==> config.mk <==
export PLATFORM = sky130hd
export DESIGN_NAME = alu_seq_ctrl
export DESIGN_NICKNAME = d
export VERILOG_FILES = /design/src/rtl/alu_seq_pkg.sv /design/src/rtl/alu_seq_ctrl.sv
export SDC_FILE = /design/constraint.sdc
export NUM_CORES = 1
export LEC_CHECK = 0
export BUFFER_PORTS_ARGS = -buffer_cell sky130_fd_sc_hd__buf_2
export CAP_MARGIN = 20
export CORE_MARGIN = 1
export CORE_UTILIZATION = 55
export DETAILED_ROUTE_END_ITERATION = 10
export MAX_ROUTING_LAYER = met4
export PLACE_DENSITY = 0.85
export SLEW_MARGIN = 25
export SYNTH_ARGS = -nofsm -noshare
export SYNTH_HDL_FRONTEND = slang
export SYNTH_SLANG_ARGS = --single-unit
==> constraint.sdc <==
create_clock -name clk -period 5.37 [get_ports clk]
set_input_delay 1.3425 -clock clk [delete_from_list [all_inputs] [get_ports clk]]
set_output_delay 1.3425 -clock clk [all_outputs]
set_load 0.02 [all_outputs]
==> src/rtl/alu_seq_pkg.sv <==
// Shared encodings for alu_seq_ctrl: request opcodes, external ALU control codes and FSM states.
// The multiplier states exist only when ALU_SEQ_MUL_EN is defined.
package alu_seq_pkg;

  typedef enum logic [2:0] {
    OP_ADD = 3'd0,
    OP_SUB = 3'd1,
    OP_AND = 3'd2,
    OP_OR  = 3'd3,
    OP_SLT = 3'd4,
    OP_SLL = 3'd5,
    OP_SRL = 3'd6,
    OP_MUL = 3'd7
  } op_e;

  localparam logic [3:0] ALU_NOP  = 4'b0000;
  localparam logic [3:0] ALU_ADD  = 4'b1000;
  localparam logic [3:0] ALU_SUB  = 4'b1001;
  localparam logic [3:0] ALU_AND  = 4'b1100;
  localparam logic [3:0] ALU_OR   = 4'b0100;
  localparam logic [3:0] ALU_SLT  = 4'b1111;
  localparam logic [3:0] ALU_SLL1 = 4'b1011;
  localparam logic [3:0] ALU_SRL1 = 4'b1010;

  localparam logic [4:0] MUL_LAST_ITER = 5'd31;

  typedef enum logic [2:0] {
    ST_IDLE    = 3'd0,
    ST_EXEC    = 3'd1,
    ST_SHIFT   = 3'd2,
`ifdef ALU_SEQ_MUL_EN
    ST_MUL_ADD = 3'd4,
    ST_MUL_SHL = 3'd5,
`endif
    ST_DONE    = 3'd3
  } state_e;

  // ALU control code for the single-cycle operations; anything else leaves the ALU idle.
  function automatic logic [3:0] op_alu_ctrl(input logic [2:0] op);
    logic [3:0] ctrl;
    case (op)
      OP_ADD:  ctrl = ALU_ADD;
      OP_SUB:  ctrl = ALU_SUB;
      OP_AND:  ctrl = ALU_AND;
      OP_OR:   ctrl = ALU_OR;
      OP_SLT:  ctrl = ALU_SLT;
      default: ctrl = ALU_NOP;
    endcase
    return ctrl;
  endfunction

  function automatic logic is_shift_op(input logic [2:0] op);
    return (op == OP_SLL) || (op == OP_SRL);
  endfunction

  function automatic logic is_zero(input logic [31:0] v);
    return (v == 32'd0);
  endfunction

endpackage

==> src/rtl/alu_seq_ctrl.sv <==
// Request/response sequencer that drives an external shared ALU for arithmetic, iterative
// 1-bit shifts and (with ALU_SEQ_MUL_EN defined) a 32-iteration shift-add multiply.
module alu_seq_ctrl
  import alu_seq_pkg::*;
(
  input  logic        clk,
  input  logic        rst_n,
  input  logic        req_valid,
  output logic        req_ready,
  input  logic [2:0]  req_op,
  input  logic [31:0] req_a,
  input  logic [31:0] req_b,
  input  logic [4:0]  req_shamt,
  output logic        rsp_valid,
  input  logic        rsp_ready,
  output logic [31:0] rsp_data,
  output logic        rsp_flag,
  output logic        rsp_err,
  output logic [3:0]  alu_ctrl,
  output logic [31:0] alu_a,
  output logic [31:0] alu_b,
  input  logic [31:0] alu_out,
  input  logic        alu_zero,
  output logic        busy
);

  state_e      state_q, state_d;
  logic [2:0]  op_q, op_d;
  logic [31:0] a_q, a_d;
  logic [31:0] b_q, b_d;
  logic [31:0] work_q, work_d;
  logic [4:0]  cnt_q, cnt_d;
  logic        rsp_valid_q, rsp_valid_d;
  logic [31:0] rsp_data_q, rsp_data_d;
  logic        rsp_flag_q, rsp_flag_d;
  logic        rsp_err_q, rsp_err_d;
  logic [31:0] result_s;
`ifdef ALU_SEQ_MUL_EN
  logic [31:0] acc_q, acc_d;
  logic [31:0] mcand_q, mcand_d;
  logic [31:0] mplier_q, mplier_d;
  logic [4:0]  iter_q, iter_d;
`endif

  assign req_ready = (state_q == ST_IDLE);
  assign busy      = (state_q != ST_IDLE);
  assign rsp_valid = rsp_valid_q;
  assign rsp_data  = rsp_data_q;
  assign rsp_flag  = rsp_flag_q;
  assign rsp_err   = rsp_err_q;

  // Next-state, working-register updates and ALU drive, all decoded from the current state.
  always_comb begin
    state_d     = state_q;
    op_d        = op_q;
    a_d         = a_q;
    b_d         = b_q;
    work_d      = work_q;
    cnt_d       = cnt_q;
    rsp_valid_d = rsp_valid_q;
    rsp_data_d  = rsp_data_q;
    rsp_flag_d  = rsp_flag_q;
    rsp_err_d   = rsp_err_q;
    result_s    = 32'd0;
    alu_ctrl    = ALU_NOP;
    alu_a       = 32'd0;
    alu_b       = 32'd0;
`ifdef ALU_SEQ_MUL_EN
    acc_d       = acc_q;
    mcand_d     = mcand_q;
    mplier_d    = mplier_q;
    iter_d      = iter_q;
`endif
    case (state_q)
      ST_IDLE: begin
        if (req_valid) begin
          op_d   = req_op;
          a_d    = req_a;
          b_d    = req_b;
          work_d = req_a;
          cnt_d  = req_shamt;
          if (is_shift_op(req_op) && (req_shamt != 5'd0)) begin
            state_d = ST_SHIFT;
`ifdef ALU_SEQ_MUL_EN
          end else if (req_op == OP_MUL) begin
            state_d  = ST_MUL_ADD;
            acc_d    = 32'd0;
            mcand_d  = req_a;
            mplier_d = req_b;
            iter_d   = 5'd0;
`endif
          end else begin
            state_d = ST_EXEC;
          end
        end else begin
          state_d = ST_IDLE;
        end
      end
      ST_EXEC: begin
        // Shift-by-zero and a disabled multiply pass through here without touching the ALU.
        if (op_q <= OP_SLT) begin
          alu_ctrl  = op_alu_ctrl(op_q);
          alu_a     = a_q;
          alu_b     = b_q;
          result_s  = (op_q == OP_SLT) ? {31'd0, alu_zero} : alu_out;
          rsp_err_d = 1'b0;
        end else if (is_shift_op(op_q)) begin
          result_s  = a_q;
          rsp_err_d = 1'b0;
        end else begin
          result_s  = 32'd0;
          rsp_err_d = 1'b1;
        end
        rsp_data_d  = result_s;
        rsp_flag_d  = is_zero(result_s);
        rsp_valid_d = 1'b1;
        state_d     = ST_DONE;
      end
      ST_SHIFT: begin
        alu_ctrl = (op_q == OP_SLL) ? ALU_SLL1 : ALU_SRL1;
        alu_b    = work_q;
        work_d   = alu_out;
        cnt_d    = cnt_q - 5'd1;
        if (cnt_q == 5'd1) begin
          rsp_data_d  = alu_out;
          rsp_flag_d  = is_zero(alu_out);
          rsp_err_d   = 1'b0;
          rsp_valid_d = 1'b1;
          state_d     = ST_DONE;
        end else begin
          state_d = ST_SHIFT;
        end
      end
`ifdef ALU_SEQ_MUL_EN
      ST_MUL_ADD: begin
        alu_ctrl = ALU_ADD;
        alu_a    = acc_q;
        alu_b    = mcand_q;
        if (mplier_q[0]) begin
          acc_d = alu_out;
        end else begin
          acc_d = acc_q;
        end
        state_d = ST_MUL_SHL;
      end
      ST_MUL_SHL: begin
        alu_ctrl = ALU_SLL1;
        alu_b    = mcand_q;
        mcand_d  = alu_out;
        mplier_d = {1'b0, mplier_q[31:1]};
        if (iter_q == MUL_LAST_ITER) begin
          rsp_data_d  = acc_q;
          rsp_flag_d  = is_zero(acc_q);
          rsp_err_d   = 1'b0;
          rsp_valid_d = 1'b1;
          state_d     = ST_DONE;
        end else begin
          iter_d  = iter_q + 5'd1;
          state_d = ST_MUL_ADD;
        end
      end
`endif
      ST_DONE: begin
        if (rsp_ready) begin
          rsp_valid_d = 1'b0;
          state_d     = ST_IDLE;
        end else begin
          state_d = ST_DONE;
        end
      end
      default: begin
        rsp_valid_d = 1'b0;
        state_d     = ST_IDLE;
      end
    endcase
  end

  // State, captured request and response registers; reset abandons any operation in flight.
  always_ff @(posedge clk or negedge rst_n) begin
    if (!rst_n) begin
      state_q     <= ST_IDLE;
      op_q        <= 3'd0;
      a_q         <= 32'd0;
      b_q         <= 32'd0;
      work_q      <= 32'd0;
      cnt_q       <= 5'd0;
      rsp_valid_q <= 1'b0;
      rsp_data_q  <= 32'd0;
      rsp_flag_q  <= 1'b0;
      rsp_err_q   <= 1'b0;
`ifdef ALU_SEQ_MUL_EN
      acc_q       <= 32'd0;
      mcand_q     <= 32'd0;
      mplier_q    <= 32'd0;
      iter_q      <= 5'd0;
`endif
    end else begin
      state_q     <= state_d;
      op_q        <= op_d;
      a_q         <= a_d;
      b_q         <= b_d;
      work_q      <= work_d;
      cnt_q       <= cnt_d;
      rsp_valid_q <= rsp_valid_d;
      rsp_data_q  <= rsp_data_d;
      rsp_flag_q  <= rsp_flag_d;
      rsp_err_q   <= rsp_err_d;
`ifdef ALU_SEQ_MUL_EN
      acc_q       <= acc_d;
      mcand_q     <= mcand_d;
      mplier_q    <= mplier_d;
      iter_q      <= iter_d;
`endif
    end
  end

endmodule

==> out/results.ini, run 1 <==
[status]
status=finished, final reports clean

[clock_network]
path_clk_slew_ns=0.06
clock_sinks=141
cts_buffer_depth=2
cts_root_buf=clkbuf_16
cts_made_buffers=17
post-cts-setup-buffers=0
ctsHoldBuffers=0
cts_tree=yes
clk_latency_ns=0.42
cts_resized=0
cts_max_level=4

[synth]
ys_seq_elements=141
syn_nets=784
yosysTopAreaCell=dfrtp_1
synth.top_cell.area_share_pct=49.9
ys_seq_area_share_pct=49.9
synth.avg_cell_area_sq_um=10.6
yosys_warnings=0
ys_types=47
synth_cells=669
synthTopCellsByArea=dfrtp_1 (50%), mux2_2 (11%), and3_1 (5.6%)
netlist_area_sq_um=7070

[worst_setup_path]
critPathMaxFanout=57
worst-path-buf-inv=3
crit_path_top_delay_cell=buf_4
r2r-end=rsp_data[1]
arrival_ns=2.55
required_ns=4.03
end_kind=output pin
startpoint=state_q[0]
worstSetupEndpoint=alu_ctrl[0]
r2r_cells=7
path_cells=inv_1, ha_2, buf_4, mux2i_1, a2111oi_0, buf_2
rrSetupSlack_ns=2.66
r2r-start=state_q[0]
start_kind=register
crit_family=buffers and inverters
path_depth=6
crit_type=reg2out
slowest_delay_ns=0.65

[placed_design]
dp_hpwl_mm=13.7
portBuffers=213
place_ws_ns=1.81
placedCellCount=1008
gp_congestion=0.924

[sta]
hold_violations=0
clock.fmax_mhz=257
fin_crit_sh_pct=72.4
maxSlewViolCount=0
tns_ns=0
hold_ws_ns=0.476
skew_ns=0.00838
rsz0062_at_grt=false
slew_headroom_pct=38.3
tightest_slew_ns=0.926
setup_viol=0
setup_slack_ns=1.48
fin_crit_ns=3.89

[floorplanning]
die_h_um=115
pin_count=214
rows=41
die-area_sq_um=13300
core_sq_um=12600
die_w_um=115
start_util_pct=56.2

[detailed_routing]
drc=0
drtIter0Drc=578
ant_nets=0
drtPass1Iterations=6
routed_wl_mm=20.4
vias_per_cell=5.92
wl_per_cell_um=19.6
dr_total_vias=6166

[cells_and_area]
layout.nets=972
mostFrequentLayoutCells=buf_2 (212), dfrtp_1 (141), nand2_1 (74)
layout.cells.non_filler=1042
areaGrowthSynthToFinish_pct=25.3
layout-drive-gt1-share_pct=38.3
layout_commonest_cell=buf_2

[power]
pwr-share-seq_pct=33.6
power.density_nw_per_um2=687
pwr-share-clk_pct=19.9
switching_share_pct=42.5
p_total_w=0.00608
vdd_ir_drop_max_v=0.000345
internal-power_w=0.00349
p_leak_nw=4.53
power_switching_w=0.00259
combinationalPowerShare_pct=46.5

[global_route]
grt-ovfl-total=0
antenna_found_initial=1
grt_pass1_wl_mm=30.0
grt_use_total_pct=31.2
grt_pass1_vias=5561
grt_max_degree=110

[flow_run]
max_cap_violations=0

[hold_path]
hp-class=reg2reg
hold_start=rsp_data[20]

-- final cells by class --
class / count / area [sq um]
antenna: 1 / 2.50
inverter: 12 / 45.0
timing repair buffer: 224 / 1200
sequential: 141 / 3530
multi-input combinational: 461 / 3250
fill: 941 / 3720
clock inverter: 10 / 139
clock buffer: 21 / 470
tap: 172 / 215
-- worst register-to-register path, delay by kind of cell, from the launching register on --
kind	cells	cell delay, ns
buf+inv	4	1.28
mux	1	0.57
flops	1	0.40
fa+ha+maj	1	0.17
compound gates	1	0.15
-- power groups by stage --
stage / Clock [W] / Sequential [W] / Combinational, W
2_1_floorplan: 0 / 0.00200 / 0.00193
6_report: 0.00121 / 0.00204 / 0.00283
3_3_place_gp: 0 / 0.00203 / 0.00265
3_5_place_dp: 0 / 0.00204 / 0.00272
5_1_grt: 0.00127 / 0.00211 / 0.00306
4_1_cts: 0.00122 / 0.00203 / 0.00274
-- per-layer routing --
metal / track usage, % / up-vias / part of all wire, %
met5: - / - / 0
li1: - / 2799 / -
met4: 13.8 / 0 / 2.8
met3: 5.69 / 44 / 7.0
met1: 44.1 / 3003 / 44
met2: 43.7 / 320 / 47
-- synth_stat cells, drive strengths merged --
library cell	number
mux2i	37
and2	1
nor3	7
o21a	2
nand2	75
nor4b	1
a211oi	1
clkbuf	22
dfrtp	141
xor2	2
a21boi	1
inv	12
nand2b	2
a22o	32
a21o	1
a21oi	34
nor3b	2
and3	63
nand3b	1
and2b	1
mux2	70
or4	1
nand3	6
buf	33
a31oi	3
o31ai	2
a311oi	2
o21ai	73
nor4	12
o22ai	4
o211ai	1
a2111oi	1
and4	1
a2bb2oi	1
ha	6
nor2	7
nor2b	5
a31o	1
nand4	2
-- registers in the layout, indices dropped and copies added (netlist names) --
signal,count
rsp_err,1
state_q,2
op_q,3
cnt_q,5
rsp_flag,1
a_q,32
work_q,32
b_q,32
rsp_data,32
rsp_valid,1
-- per-stage QoR --
| step | util [%] | cell area (sq um) |
|---|---|---|
| floorplan | - | 7070 |
| global placement | 65.1 | 8180 |
| detailed placement | 65.1 | 8180 |
| CTS | 69.9 | 8790 |
| global route | 70.4 | 8850 |
| finish | 70.4 | 8850 |
-- worst min-delay path by stage --
stage / end / slack (ns) / cells past startpoint
3_3_place_gp: rsp_data[30] / 0.46 / 2
6_report: rsp_data[20] / 0.48 / 2
2_1_floorplan: work_q[0] / 0.45 / 2
3_5_place_dp: rsp_data[6] / 0.47 / 2
4_1_cts: rsp_data[20] / 0.48 / 2
5_1_grt: rsp_data[13] / 0.50 / 2
-- cell families (layout without fill, tap and decap cells) --
family,count (synthesis),count (layout),share of synthesized area [%]
buffers and inverters,67,267,4.46
multiplexers,107,107,16.5
AND/OR/NAND/NOR,187,187,13.8
adder cells (fa/ha/maj),6,6,1.06
flip-flops,141,141,49.9
XOR/XNOR,2,2,0.514
other,0,1,0
AO/OA/AOI/OAI,159,159,13.8
(Power assumes the default switching activity.)
==> inputs of run 2 (changes only) <==
--- a/config.mk
+++ b/config.mk
@@ -5,13 +5,14 @@
 export SDC_FILE = /design/constraint.sdc
 export NUM_CORES = 1
 export LEC_CHECK = 0
+export ABC_AREA = 1
 export BUFFER_PORTS_ARGS = -buffer_cell sky130_fd_sc_hd__buf_2
 export CAP_MARGIN = 20
 export CORE_MARGIN = 1
-export CORE_UTILIZATION = 55
+export CORE_UTILIZATION = 48
 export DETAILED_ROUTE_END_ITERATION = 10
 export MAX_ROUTING_LAYER = met4
-export PLACE_DENSITY = 0.85
+export PLACE_DENSITY = 0.78
 export SLEW_MARGIN = 25
 export SYNTH_ARGS = -nofsm -noshare
 export SYNTH_HDL_FRONTEND = slang
==> constraint.sdc (replaced) <==
create_clock -name clk -period 3.35 [get_ports clk]
set_input_delay 0.8375 -clock clk [delete_from_list [all_inputs] [get_ports clk]]
set_output_delay 0.8375 -clock clk [all_outputs]
set_load 0.02 [all_outputs]
==> run 2 against run 1 <==
Compared with the run above:
- critical path depth unchanged
- combinational power up 77%
- register-to-register slack worse by 1.7 ns
- clock power is 74% higher
- non-clock buffer count rose by 9
- clock-buffer cell count fell by 4
- sequential share of layout area down 2.1 points
==> out/results.ini, run 2 <==
[worst_setup_path]
critPathMaxFanout=34
end_kind=output pin
arrival_ns=2.29
start_kind=register
crit_type=reg2out
required_ns=2.51

[sta]
tightest_slew_ns=0.921
tns_ns=0
hold_ws_ns=0.400
skew_ns=0.00687
hold_violations=0
clock.fmax_mhz=320
setup_viol=0
maxSlewViolCount=0
rsz0062_at_grt=false
slew_headroom_pct=38.6
fin_crit_sh_pct=93.2
fin_crit_ns=3.12

[synth]
ys_types=34
synth.avg_cell_area_sq_um=7.23
netlist_area_sq_um=7460
synth.top_cell.area_share_pct=47.3
ys.flop_type=dfrtp_1
ys_seq_area_share_pct=47.3
syn_nets=1147
async_flop_share_pct=100
yosysTopAreaCell=dfrtp_1
synthTopCellsByArea=dfrtp_1 (47%), nand2_1 (19%), o21ai_0 (8.4%)
yosysMostFrequentCell=nand2_1
ys_seq_elements=141
yosys_warnings=0
synth_cells=1032
synth-edff-count=0
synth_top_cells_by_count=nand2_1 (372), dfrtp_1 (141), o21ai_0 (125)

[clock_network]
cts_max_level=4
post-cts-setup-buffers=0
cts_resized=0
cts_made_buffers=17
cts_buffer_depth=2
clock_sinks=141
ctsHoldBuffers=0
path_clk_slew_ns=0.07
clk_latency_ns=0.42
cts_root_buf=clkbuf_16
cts_tree=yes

[global_route]
grt-ovfl-total=0
grt_use_total_pct=30.6
grt_max_degree=97
grt_pass1_wl_mm=36.6
grt_pass1_vias=7108
antenna_found_initial=1

[detailed_routing]
dr_total_vias=7721
ant_nets=0
top_layer=met4
drtIter0Drc=655
routed_wl_mm=23.4
wl_met1_mm=10.4
drtPass1Iterations=7
wl_per_cell_um=16.5
met2WireLength_mm=10.4
vias_per_cell=5.43
drc=0
wl_met3_mm=2.00

[floorplanning]
core_sq_um=15200
pin_count=214
die_h_um=127
die-area_sq_um=16100
die_w_um=127
start_util_pct=49.1
rows=45

[cells_and_area]
layout_commonest_cell=nand2_1
layout-drive-gt1-share_pct=23.6
mostFrequentLayoutCells=nand2_1 (370), buf_2 (212), dfrtp_1 (141)
layout.nets=1335
fillers=1430
areaGrowthSynthToFinish_pct=25.1

[hold_path]
hp-class=in2async

[placed_design]
gp_congestion=0.928
dp_hpwl_mm=16.2
portBuffers=213

[power]
power.density_nw_per_um2=1090
p_leak_nw=4.91
vdd_ir_drop_max_v=0.000539

[flow_run]
max_cap_violations=0

[status]
status=finished, final reports clean

==> run 2: area by class of cell <==
type                       instances  area (sq um)  share of cell area [%]
tap                              188           235                    2.52
antenna                            2          5.00                  0.0536
clock inverter                    15           233                    2.49
multi-input combinational        748          3370                    36.1
clock buffer                      17           425                    4.56
timing repair buffer             233          1250                    13.4
inverter                          79           297                    3.18
sequential                       141          3530                    37.8
==> run 2: worst max-delay path: stages (launching register included) <==
cell	delay [ns]
dfrtp_1	0.42
inv_1	0.10
ha_1	0.26
clkinv_1	0.16
buf_4	0.29
o41ai_1	0.42
buf_2	0.23
==> run 2: where the power goes <==
part / leakage, nW / internal, W / total, W / switching (W)
Clock: 0.308 / 0.00133 / 0.00211 / 0.000779
Sequential: 1.71 / 0.00254 / 0.00305 / 0.000508
Combinational: 2.89 / 0.00150 / 0.00502 / 0.00352
==> run 2: stage by stage <==
step / area [sq um] / setup slack [ns] / utilization (%) / cells / total power, W
after floorplan: 7460 / 0.600 / - / 1032 / 0.00640
after global placement: 8660 / 0.676 / 57.0 / 1388 / 0.00784
after detailed placement: 8660 / 0.610 / 57.0 / 1388 / 0.00799
after CTS: 9320 / 0.129 / 61.3 / 1420 / 0.0101
after global routing: 9340 / 0.109 / 61.4 / 1422 / 0.0109
final: 9340 / 0.226 / 61.4 / 1423 / 0.0102
==> run 2: kinds of logic after synthesis <==
group	Yosys count	synth area share [%]
AND/OR/NAND/NOR	558	30.7
buffers and inverters	144	7.85
adder cells (fa/ha/maj)	6	1.01
flip-flops	141	47.3
AO/OA/AOI/OAI	183	13.2
==> run 2: per-layer routing <==
layer | track usage, % | vias up
met3 | 5.48 | 45
met2 | 44.0 | 413
met4 | 12.2 | 0
met5 | - | -
li1 | - | 3691
met1 | 43.0 | 3572
==> run 2: path summary, 6_finish.rpt <==
| check | endpoint | slack [ns] | cells after the start | startpoint |
|---|---|---|---|---|
| max reg2reg | rsp_flag | 0.97 | 9 | state_q[0] |
| min reg2reg | b_q[22] | 0.49 | 2 | b_q[22] |
| max | alu_ctrl[1] | 0.23 | 6 | state_q[1] |
| max in group asynchronous | rsp_data[23] | 2.18 | 2 | rst_n |
| min | rsp_data[17] | 0.40 | 1 | rst_n |
| min in group clk | b_q[22] | 0.49 | 2 | b_q[22] |
==> inputs of run 3 (changes only) <==
--- a/config.mk
+++ b/config.mk
@@ -7,12 +7,13 @@
 export LEC_CHECK = 0
 export ABC_AREA = 1
 export BUFFER_PORTS_ARGS = -buffer_cell sky130_fd_sc_hd__buf_2
-export CAP_MARGIN = 20
+export CAP_MARGIN = 25
 export CORE_MARGIN = 1
 export CORE_UTILIZATION = 48
+export CTS_CLUSTER_SIZE = 28
 export DETAILED_ROUTE_END_ITERATION = 10
 export MAX_ROUTING_LAYER = met4
-export PLACE_DENSITY = 0.78
+export PLACE_DENSITY_LB_ADDON = 0.3
 export SLEW_MARGIN = 25
 export SYNTH_ARGS = -nofsm -noshare
 export SYNTH_HDL_FRONTEND = slang
==> run 3 against run 2 <==
Compared with the run above:
- maximum frequency down 0.11%
- global-route usage down 0.48 points
- combinational power down 3%
- worst hold slack worse by 0.010 ns
- register-to-register slack worse by 0.04 ns
- wire length down 3.2%
- first-iteration DRC count down 9.9%
- sequential power about the same
- non-clock buffer count down 2
- die area unchanged
- flip-flop and latch count unchanged
- via count down 2.9%
- critical endpoint is now alu_ctrl[0]
==> out/results.ini, run 3 (same netlist as run 2, synthesis figures left out) <==
[floorplanning]
rows=45
start_util_pct=49.1
die-area_sq_um=16100
core_sq_um=15200
die_h_um=127
die_w_um=127
pin_count=214

[clock_network]
cts_tree=yes
clk_latency_ns=0.43
path_clk_slew_ns=0.06
cts_buffer_depth=2
clock_sinks=141
cts_max_level=4
cts_root_buf=clkbuf_16
cts_resized=0
ctsHoldBuffers=0
post-cts-setup-buffers=0
cts_made_buffers=17

[detailed_routing]
routed_wl_mm=22.7
drtPass1Iterations=6
wl_met1_mm=10.4
drc=0
vias_per_cell=5.29
drtIter0Drc=590
met2WireLength_mm=9.98
dr_total_vias=7500
wl_per_cell_um=16.0
ant_nets=0
wl_met3_mm=1.75
top_layer=met4

[worst_setup_path]
critPathMaxFanout=34
rrSetupSlack_ns=0.93
required_ns=2.51
crit_type=reg2out
end_kind=output pin
arrival_ns=2.29
start_kind=register

[cells_and_area]
layout_commonest_cell=nand2_1
layout.nets=1332
fillers=1499
layout-drive-gt1-share_pct=23.3
mostFrequentLayoutCells=nand2_1 (370), buf_2 (212), dfrtp_1 (141)
layout.cells.non_filler=1419
areaGrowthSynthToFinish_pct=23.5

[global_route]
grt_pass1_vias=6882
grt-ovfl-total=0
grt_use_total_pct=30.1
grt_max_degree=97
antenna_found_initial=1
grt_pass1_wl_mm=35.9

[sta]
hold_violations=0
fin_crit_ns=3.13
rsz0062_at_grt=false
tns_ns=0
clock.fmax_mhz=320
slew_headroom_pct=37.5
skew_ns=0.0106
maxSlewViolCount=0
tightest_slew_ns=0.937
setup_viol=0
fin_crit_sh_pct=93.3

[placed_design]
dp_hpwl_mm=16.1
placedCellCount=1386
gp_congestion=0.897
portBuffers=213

[flow_run]
max_cap_violations=0

[power]
vdd_ir_drop_max_v=0.000478
p_leak_nw=4.87
p_total_w=0.00980
power.density_nw_per_um2=1060

[status]
status=finished, final reports clean

[hold_path]
hp-class=in2async

## run 3: changes by cell type in the layout (fill, tap and decap cells not counted), sizes merged, moves of 2 or more
cell      change
inv           -5
buf           -2
clkinv        +8
bufinv        -3
clkinvlp      -3
clkbuf        +3
## run 3: power by group
group	total (W)	switching [W]	internal, W	leakage [nW]
logic	0.00489	0.00342	0.00147	2.87
clock network	0.00185	0.000728	0.00113	0.289
registers	0.00306	0.000521	0.00254	1.71
## run 3: layer usage
metal / vias to the layer above / global-route usage (%)
li1: 3681 / -
met1: 3401 / 42.0
met2: 369 / 43.9
met3: 49 / 5.06
met4: 0 / 12.1
met5: - / -
## run 3: final cells by class
type | instances | area, sq um | share of cell area (%)
Multi-Input combinational cell | 747 | 3360 | 36.4
Tap cell | 188 | 235 | 2.55
Clock buffer | 20 | 457 | 4.96
Clock inverter | 12 | 120 | 1.30
Sequential cell | 141 | 3530 | 38.3
Timing Repair Buffer | 231 | 1220 | 13.2
Antenna cell | 1 | 2.50 | 0.0272
Inverter | 79 | 297 | 3.22
## run 3: critical path: stages (launching register included)
cell	delay (ns)
dfrtp_1	0.40
inv_1	0.09
ha_1	0.23
clkinv_1	0.12
nor2_2	0.11
buf_4	0.33
nand2_1	0.12
a211oi_1	0.26
buf_2	0.21
## run 3: metrics by stage
stage | setup slack, ns | hold slack, ns | area [sq um] | util [%]
floorplan | 0.600 | 0.449 | 7460 | -
global placement | 0.754 | 0.463 | 8640 | 56.8
detailed placement | 0.676 | 0.466 | 8640 | 56.8
CTS | 0.212 | 0.412 | 9210 | 60.6
global route | 0.0931 | 0.433 | 9220 | 60.6
finish | 0.223 | 0.390 | 9220 | 60.6
## run 3: worst paths after layout
kind / depth (start not counted) / start / endpoint
min reg2reg: 2 / b_q[3] / b_q[3]
max: 8 / state_q[1] / alu_ctrl[0]
max reg2reg: 8 / state_q[0] / work_q[30]
min in group clk: 2 / b_q[3] / b_q[3]
max in group asynchronous: 2 / rst_n / work_q[23]
min: 1 / rst_n / a_q[17]
